==> src/rtl/risc_controller.sv <==
// -----------------------------------------------------------------------------
// risc_controller
// Eight-phase instruction sequencer for the Simple RISC CPU. A 3-bit phase
// counter walks INST_ADDR..STORE once per instruction; datapath strobes are
// decoded combinationally from (phase, halted, opcode, is_zero). A decoded
// HLT in phase OP_ADDR sets a sticky halted flag that only rst clears.
//
// Optional feature macro: RISC_CTRL_STEP_EN
//   When defined, adds input 'step'; the sequencer holds in INST_ADDR until it
//   samples step=1 on a rising edge, then runs one full instruction.
//
// Ports:
//   clk      in   rising-edge clock
//   rst      in   asynchronous active-high reset
//   step     in   single-step request (RISC_CTRL_STEP_EN only)
//   opcode   in   [2:0] IR opcode, valid from IDLE onward
//   is_zero  in   accumulator-zero flag, used in ALU_OP only
//   sel      out  address mux select (1 = PC, 0 = IR operand)
//   rd       out  memory read enable
//   ld_ir    out  load instruction register
//   inc_pc   out  PC increment
//   ld_pc    out  PC load from IR operand
//   ld_ac    out  accumulator load from ALU
//   wr       out  memory write strobe
//   data_e   out  accumulator drives data bus
//   halt     out  CPU halted
//   phase    out  [2:0] current phase
// -----------------------------------------------------------------------------
module risc_controller (
    input  logic       clk,
    input  logic       rst,
`ifdef RISC_CTRL_STEP_EN
    input  logic       step,
`endif
    input  logic [2:0] opcode,
    input  logic       is_zero,
    output logic       sel,
    output logic       rd,
    output logic       ld_ir,
    output logic       inc_pc,
    output logic       ld_pc,
    output logic       ld_ac,
    output logic       wr,
    output logic       data_e,
    output logic       halt,
    output logic [2:0] phase
);

    localparam int unsigned PHASE_W = 3;

    localparam logic [PHASE_W-1:0] PH_INST_ADDR  = 3'd0;
    localparam logic [PHASE_W-1:0] PH_INST_FETCH = 3'd1;
    localparam logic [PHASE_W-1:0] PH_INST_LOAD  = 3'd2;
    localparam logic [PHASE_W-1:0] PH_IDLE       = 3'd3;
    localparam logic [PHASE_W-1:0] PH_OP_ADDR    = 3'd4;
    localparam logic [PHASE_W-1:0] PH_OP_FETCH   = 3'd5;
    localparam logic [PHASE_W-1:0] PH_ALU_OP     = 3'd6;
    localparam logic [PHASE_W-1:0] PH_STORE      = 3'd7;

    localparam logic [2:0] OP_HLT = 3'b000;
    localparam logic [2:0] OP_SKZ = 3'b001;
    localparam logic [2:0] OP_ADD = 3'b010;
    localparam logic [2:0] OP_AND = 3'b011;
    localparam logic [2:0] OP_XOR = 3'b100;
    localparam logic [2:0] OP_LDA = 3'b101;
    localparam logic [2:0] OP_STO = 3'b110;
    localparam logic [2:0] OP_JMP = 3'b111;

    logic [PHASE_W-1:0] phase_q, phase_d;
    logic               halted_q, halted_d;
    logic               advance;
    logic               aluop;

    // State register
    always_ff @(posedge clk or posedge rst) begin
        if (rst) begin
            phase_q  <= PH_INST_ADDR;
            halted_q <= 1'b0;
        end else begin
            phase_q  <= phase_d;
            halted_q <= halted_d;
        end
    end

    // Next-state: advance every cycle, freeze at OP_ADDR once HLT is decoded
    always_comb begin
        phase_d  = phase_q;
        halted_d = halted_q;
        advance  = 1'b1;
`ifdef RISC_CTRL_STEP_EN
        if (phase_q == PH_INST_ADDR && !step) begin
            advance = 1'b0;
        end
`endif
        if (!halted_q) begin
            if (phase_q == PH_OP_ADDR && opcode == OP_HLT) begin
                halted_d = 1'b1;
            end else if (advance) begin
                phase_d = phase_q + PHASE_W'(1);
            end
        end
    end

    // Output decode
    always_comb begin
        sel    = 1'b0;
        rd     = 1'b0;
        ld_ir  = 1'b0;
        inc_pc = 1'b0;
        ld_pc  = 1'b0;
        ld_ac  = 1'b0;
        wr     = 1'b0;
        data_e = 1'b0;
        halt   = 1'b0;
        aluop  = (opcode == OP_ADD) || (opcode == OP_AND) ||
                 (opcode == OP_XOR) || (opcode == OP_LDA);
        if (halted_q) begin
            halt = 1'b1;
        end else begin
            case (phase_q)
                PH_INST_ADDR: begin
                    sel = 1'b1;
                end
                PH_INST_FETCH: begin
                    sel = 1'b1;
                    rd  = 1'b1;
                end
                PH_INST_LOAD, PH_IDLE: begin
                    sel   = 1'b1;
                    rd    = 1'b1;
                    ld_ir = 1'b1;
                end
                PH_OP_ADDR: begin
                    inc_pc = 1'b1;
                    halt   = (opcode == OP_HLT);
                end
                PH_OP_FETCH: begin
                    rd = aluop;
                end
                PH_ALU_OP: begin
                    rd     = aluop;
                    inc_pc = (opcode == OP_SKZ) && is_zero;
                    ld_pc  = (opcode == OP_JMP);
                    data_e = (opcode == OP_STO);
                end
                PH_STORE: begin
                    rd     = aluop;
                    ld_ac  = aluop;
                    ld_pc  = (opcode == OP_JMP);
                    wr     = (opcode == OP_STO);
                    data_e = (opcode == OP_STO);
                end
                default: begin
                    sel = 1'b0;
                end
            endcase
        end
    end

    assign phase = phase_q;

endmodule

==> config.mk <==
export PLATFORM = sky130hd
export DESIGN_NAME = risc_controller
export DESIGN_NICKNAME = d
export VERILOG_FILES = /design/src/rtl/risc_controller.sv
export SDC_FILE = /design/constraint.sdc
export NUM_CORES = 1
export LEC_CHECK = 0
export BUFFER_PORTS_ARGS = -buffer_cell sky130_fd_sc_hd__buf_4
export CORE_AREA = 5 5 42 44
export DETAILED_ROUTE_END_ITERATION = 8
export DIE_AREA = 0 0 47 49
export GPL_ROUTABILITY_DRIVEN = 0
export SYNTH_ARGS = -nofsm -noshare
export SYNTH_HDL_FRONTEND = slang
export SYNTH_SLANG_ARGS = --single-unit
export TNS_END_PERCENT = 5
==> constraint.sdc <==
create_clock -name clk -period 1.9 [get_ports clk]
set_input_delay 0.285 -clock clk [delete_from_list [all_inputs] [get_ports clk]]
set_output_delay 0.285 -clock clk [all_outputs]
set_load 0.01 [all_outputs]
==> Word-level counts from Yosys, hierarchy flattened <==
Index checks and enable logic that the tools add are counted.
{ "totals": {"ff_bits": 4, "elab_cells": 52, "out_inout_bits": 12, "in_bits": 6} }
{ "classes": {"n_bitwise": 2, "add_sub_neg": 1, "eq_ne": 14, "n_mux": 20, "n_reduce_logical": 13} }
{ "ops": {"columns": ["operator", "count"], "rows": [
  ["$eq 3x3->1 const B", 8],
  ["$mux 1", 18],
  ["$eq 3x2->1 const B", 4],
  ["$eq 3x1->1 const B", 2],
  ["$logic_not 3->1", 2],
  ["$reduce_or 3->1", 2],
  ["$pmux 1 s2", 2],
  ["$reduce_or 2->1", 2],
  ["$reduce_or 4->1", 1],
  ["$add 3x1->3 const B", 1],
  ["$logic_or 1x1->1", 3],
  ["$logic_and 1x1->1", 2],
  ["$not 1->1", 2],
  ["$reduce_and 2->1", 1]
]} }

==> Logic depth before layout (Yosys ltp) <==
{ "depth": {"ltp_word": 6, "mapped_depth": 5, "depth_no_buf": 5} }

==> Worst setup path after synthesis <==
No wires, ideal clock.
{ "synth_path": {"kind": "reg-to-output", "startpoint": "register phase_q[0] (netlist: phase[0])", "endpoint": "output port ld_pc", "path_buffers": 0, "path_stages_with_launch": 5, "t_arrival_ps": 1342, "slack_ps": 273, "t_required_ps": 1615, "cell_sequence": "dfrtp_1 inv_1 ha_1 a21oi_1 nor4b_1"} }
{ "synth_between": {"elab_chain_cells": 4, "elab_cells_between_ends": 5, "cone_classes": "eq/ne (2); mux (2); reduce/logical (1)"} }
{ "synth_rtl": {"columns": ["item", "line_no", "text"], "rows": [
  ["start: declaration", "69", "logic [PHASE_W-1:0] phase_q, phase_d;"],
  ["start signal: assignment", "80", "phase_q <= phase_d;"],
  ["$eq 3x3->1", "120", "case (phase_q)"],
  ["$reduce_or 2->1 (no line) *", null, null],
  ["$mux 1 *", null, null],
  ["$mux 1 *", "117", "if (halted_q) begin"],
  ["end: declaration", "41", "output logic ld_pc,"]
]} }
Mark *: on every way between the ends. The rest lies on a longest branch, timed or not.

==> Worst setup path after layout <==
{ "layout_path": {"startpoint": "register phase_q[0] (netlist: phase[0])", "endpoint": "output port sel"} }
{ "layout_between": {"elab_chain_cells": 4, "elab_cells_between_ends": 7, "cone_classes": "eq/ne (3); mux (2); reduce/logical (2)"} }
{ "layout_rtl": {"columns": ["item", "line_no", "text"], "rows": [
  ["$eq 3x2->1, or another cell as far along", "120", null],
  ["$reduce_or 4->1 (no line) *", null, null],
  ["$mux 1 *", "120", null],
  ["$mux 1 *", "117", null],
  ["end: declaration", "37", "output logic sel,"]
]} }
Marked as above.

==> run_results.csv <==
group,metric,value,unit
sta,hold_viol,0,
critical_path,crit_fanout,5,
sta,max_clock_freq,523.3,MHz
clock_tree,numCtsBuffers,3,
synthesis,synth_seq_area_share,27.21,%
route,via_count,378,
place,dp_cells,73,
layout,layout_common_cells,"buf_4, nor2_1, inv_2, clkbuf_4, dfrtp_1",
floorplanning,ios,18,
route,viasPerCell,4.725,
synthesis,synth_xor_area_share,4.762,%
sta,setup_viol,1,
place,portBuffers,17,
global_routing,grt_max_degree,11,
synthesis,syn-num-nets,53,
floorplanning,die_h,49,um
floorplanning,die_w,47,um
power_and_ir_drop,peakVddDrop,731.2,uV
sta,timing.final.ws_setup,-10.97,ps
route,postRouteAntennaNets,0,
sta,maxSlewHeadroom,79.14,%
layout,fillCellCount,158,
sta,period_needed,1911,ps
power_and_ir_drop,power_density,1633,nW/um^2
clock_tree,clk_path_buf_depth,2,
synthesis,synth_cell_type_count,20,
power_and_ir_drop,leakage,0.2805,nW
route,drc,0,
job,maxCapViolations,0,
sta,post-route-period-util,100.6,%
synthesis,synth_warnings,0,
synthesis,synth-compound-area-share,13.95,%
global_routing,grt_pass1_vias,393,
layout,syn2layout_area_growth,69.73,%
synthesis,netlist_instances,41,
layout,final_common_cell,"buf_4",
route,post_drt_wl_per_cell,12.25,um
clock_tree,clock-sinks,4,
layout,drive_above_1_share,57.81,%
floorplanning,dieArea,2303,um^2
floorplanning,start_util,26.25,%
critical_path,worst_ep_required_time,1620,ps
layout,finalNonFillerCells,80,
global_routing,grt_overflow,0,
critical_path,critPathMaxStageDelay,430,ps
global_routing,grt_usage,9.245,%
global_routing,antenna_found_initial,0,
critical_path,critical_path_class,"register to output pin",
run_status,outcome,"complete, but fails checks",
critical_path,cp.arrival,1630,ps
sta,tightestPinTransition,312.9,ps
critical_path,reg2reg_depth,5,
critical_path,crit_chain,"buf_6 > ha_4 > or3_4 > a21oi_2 > nor2_1 > buf_4",
synthesis,avgSynthCellArea,8.972,um^2
critical_path,timing.rr.end,"phase[1]$_DFFE_PP0P_",
critical_path,cp-end-kind,"output pin",
clock_tree,cts_root_buf,"clkbuf_4",
layout,final_nets,78,
route,drt-initial-drc-count,0,
global_routing,grt_pass1_wl,1.545,mm
synthesis,yosys.area_share.simple,23.13,%
sta,skew,1.857,ps
route,wl,980,um
layout,antenna_cells,0,
route,first_pass_iters,1,
clock_tree,htreeDepth,1,
synthesis,syn_area,367.9,um^2
synthesis,ys_ff_latch,4,
synthesis,synth_fa_ha_area_share,20.41,%
sta,maxSlewViolCount,0,
clock_tree,cts_tree,"yes",
worst_hold_path,worst_hold_path_type,"input port to asynchronous set/reset pin",
critical_path,start_kind,"register",
floorplanning,rows,14,
floorplanning,core-area,1401,um^2
synthesis,synth_top_family_by_area,"simple AND/OR/NAND/NOR gates",
critical_path,regToRegSetupSlack,430,ps
critical_path,cp_slowest_cell,"dfrtp_2",
clock_tree,worstSkewPairLatency,230,ps
place,dp_hpwl,728.4,um
sta,rsz0062_at_grt,"true",
synthesis,muxShareOfSynthArea,4.082,%
clock_tree,clk_pin_slew_worst_paths,40,ps
run_status,violations,"setup timing",
power_and_ir_drop,finalPower,1.019,mW
critical_path,worstReg2RegStart,"phase[0]$_DFFE_PP0P_",
worst max path at each step:
stage                         startpoint  endpoint  cells after the start
finish              phase[0]$_DFFE_PP0P_       sel                      6
global route        phase[0]$_DFFE_PP0P_       sel                      6
CTS                 phase[0]$_DFFE_PP0P_       sel                      6
detailed placement  phase[0]$_DFFE_PP0P_       sel                      6
global placement    phase[0]$_DFFE_PP0P_       sel                      6
floorplan           phase[0]$_DFFE_PP0P_     ld_pc                      4
cell usage after synthesis, drive strengths merged:
cell | number | area [um^2]
nand2b | 1 | 6.260
nor3b | 1 | 7.510
nor2 | 4 | 15.01
or3 | 1 | 6.260
a21oi | 4 | 23.77
a41oi | 1 | 8.760
o32ai | 1 | 8.760
ha | 6 | 75.07
nor3 | 2 | 10.01
buf | 1 | 5.000
nor4b | 2 | 23.77
nor4 | 2 | 12.51
nand2 | 1 | 3.750
dfrtp | 4 | 100.1
xnor2 | 2 | 17.52
mux2 | 1 | 15.01
o21ai | 2 | 10.01
inv | 5 | 18.77
layer usage:
metal  routed length (um)  global-route usage [%]  vias up
met4                    0                   5.530        0
li1                     -                       -      194
met5                    0                       0        -
met2                  552                   15.16        9
met3                   52                   2.214        0
met1                  376                   10.18      175
metrics by stage:
stage               util [%]  TNS, ps  worst slack [ps]  cell area (um^2)  hold WS (ps)
floorplan                  -        0             273.4             367.9         51.08
global placement       36.43        0             186.1             510.5         181.3
detailed placement     36.43        0             165.5             510.5         180.0
CTS                    42.05   -28.98            -23.31             589.3         485.3
global route           44.55   -335.5            -90.26             624.3         503.1
finish                 44.55   -10.97            -10.97             624.3         488.8
report_power, final:
group | switching (mW) | internal, mW | total, mW
logic | 0.319 | 0.382 | 0.700
clock network | 0.0305 | 0.0704 | 0.101
registers | 0.0832 | 0.135 | 0.218
critical path, delay by kind of cell, from the launching register on:
| kind | cells | cell delay (ps) |
|---|---|---|
| buffers and inverters | 2 | 280 |
| AO/OA/AOI/OAI | 1 | 130 |
| AND/OR/NAND/NOR | 2 | 410 |
| adder cells (fa/ha/maj) | 1 | 150 |
| flip-flops | 1 | 430 |
cell type report:
cell class                 count  area (um^2)  area share (%)
clock buffer                   3        22.52           3.607
sequential                     4        101.3           16.23
inverter                       5        18.77           3.006
multi-input combinational     31        297.8           47.70
tap                           16        20.02           3.206
timing repair buffer          21        163.9           26.25
sequential cells by signal (all words and copies together) (netlist names):
name      flops
halted_q      1
phase         3
logic make-up after synthesis:
kind of cell	after synthesis
flops	4
simple gates	14
xor+xnor	2
fa+ha+maj	6
compound gates	8
buf+inv	6
mux	1
what timing repair did:
action | in CTS | in global routing
setup endpoints to repair | 3 | 6
pin swaps | 3 | 2
setup buffers | 3 | 0
hold endpoints to repair | 4 | 0
gates resized for setup | 7 | 8
hold buffers | 1 | 0
No activity file was read; power rests on OpenSTA's default activity.
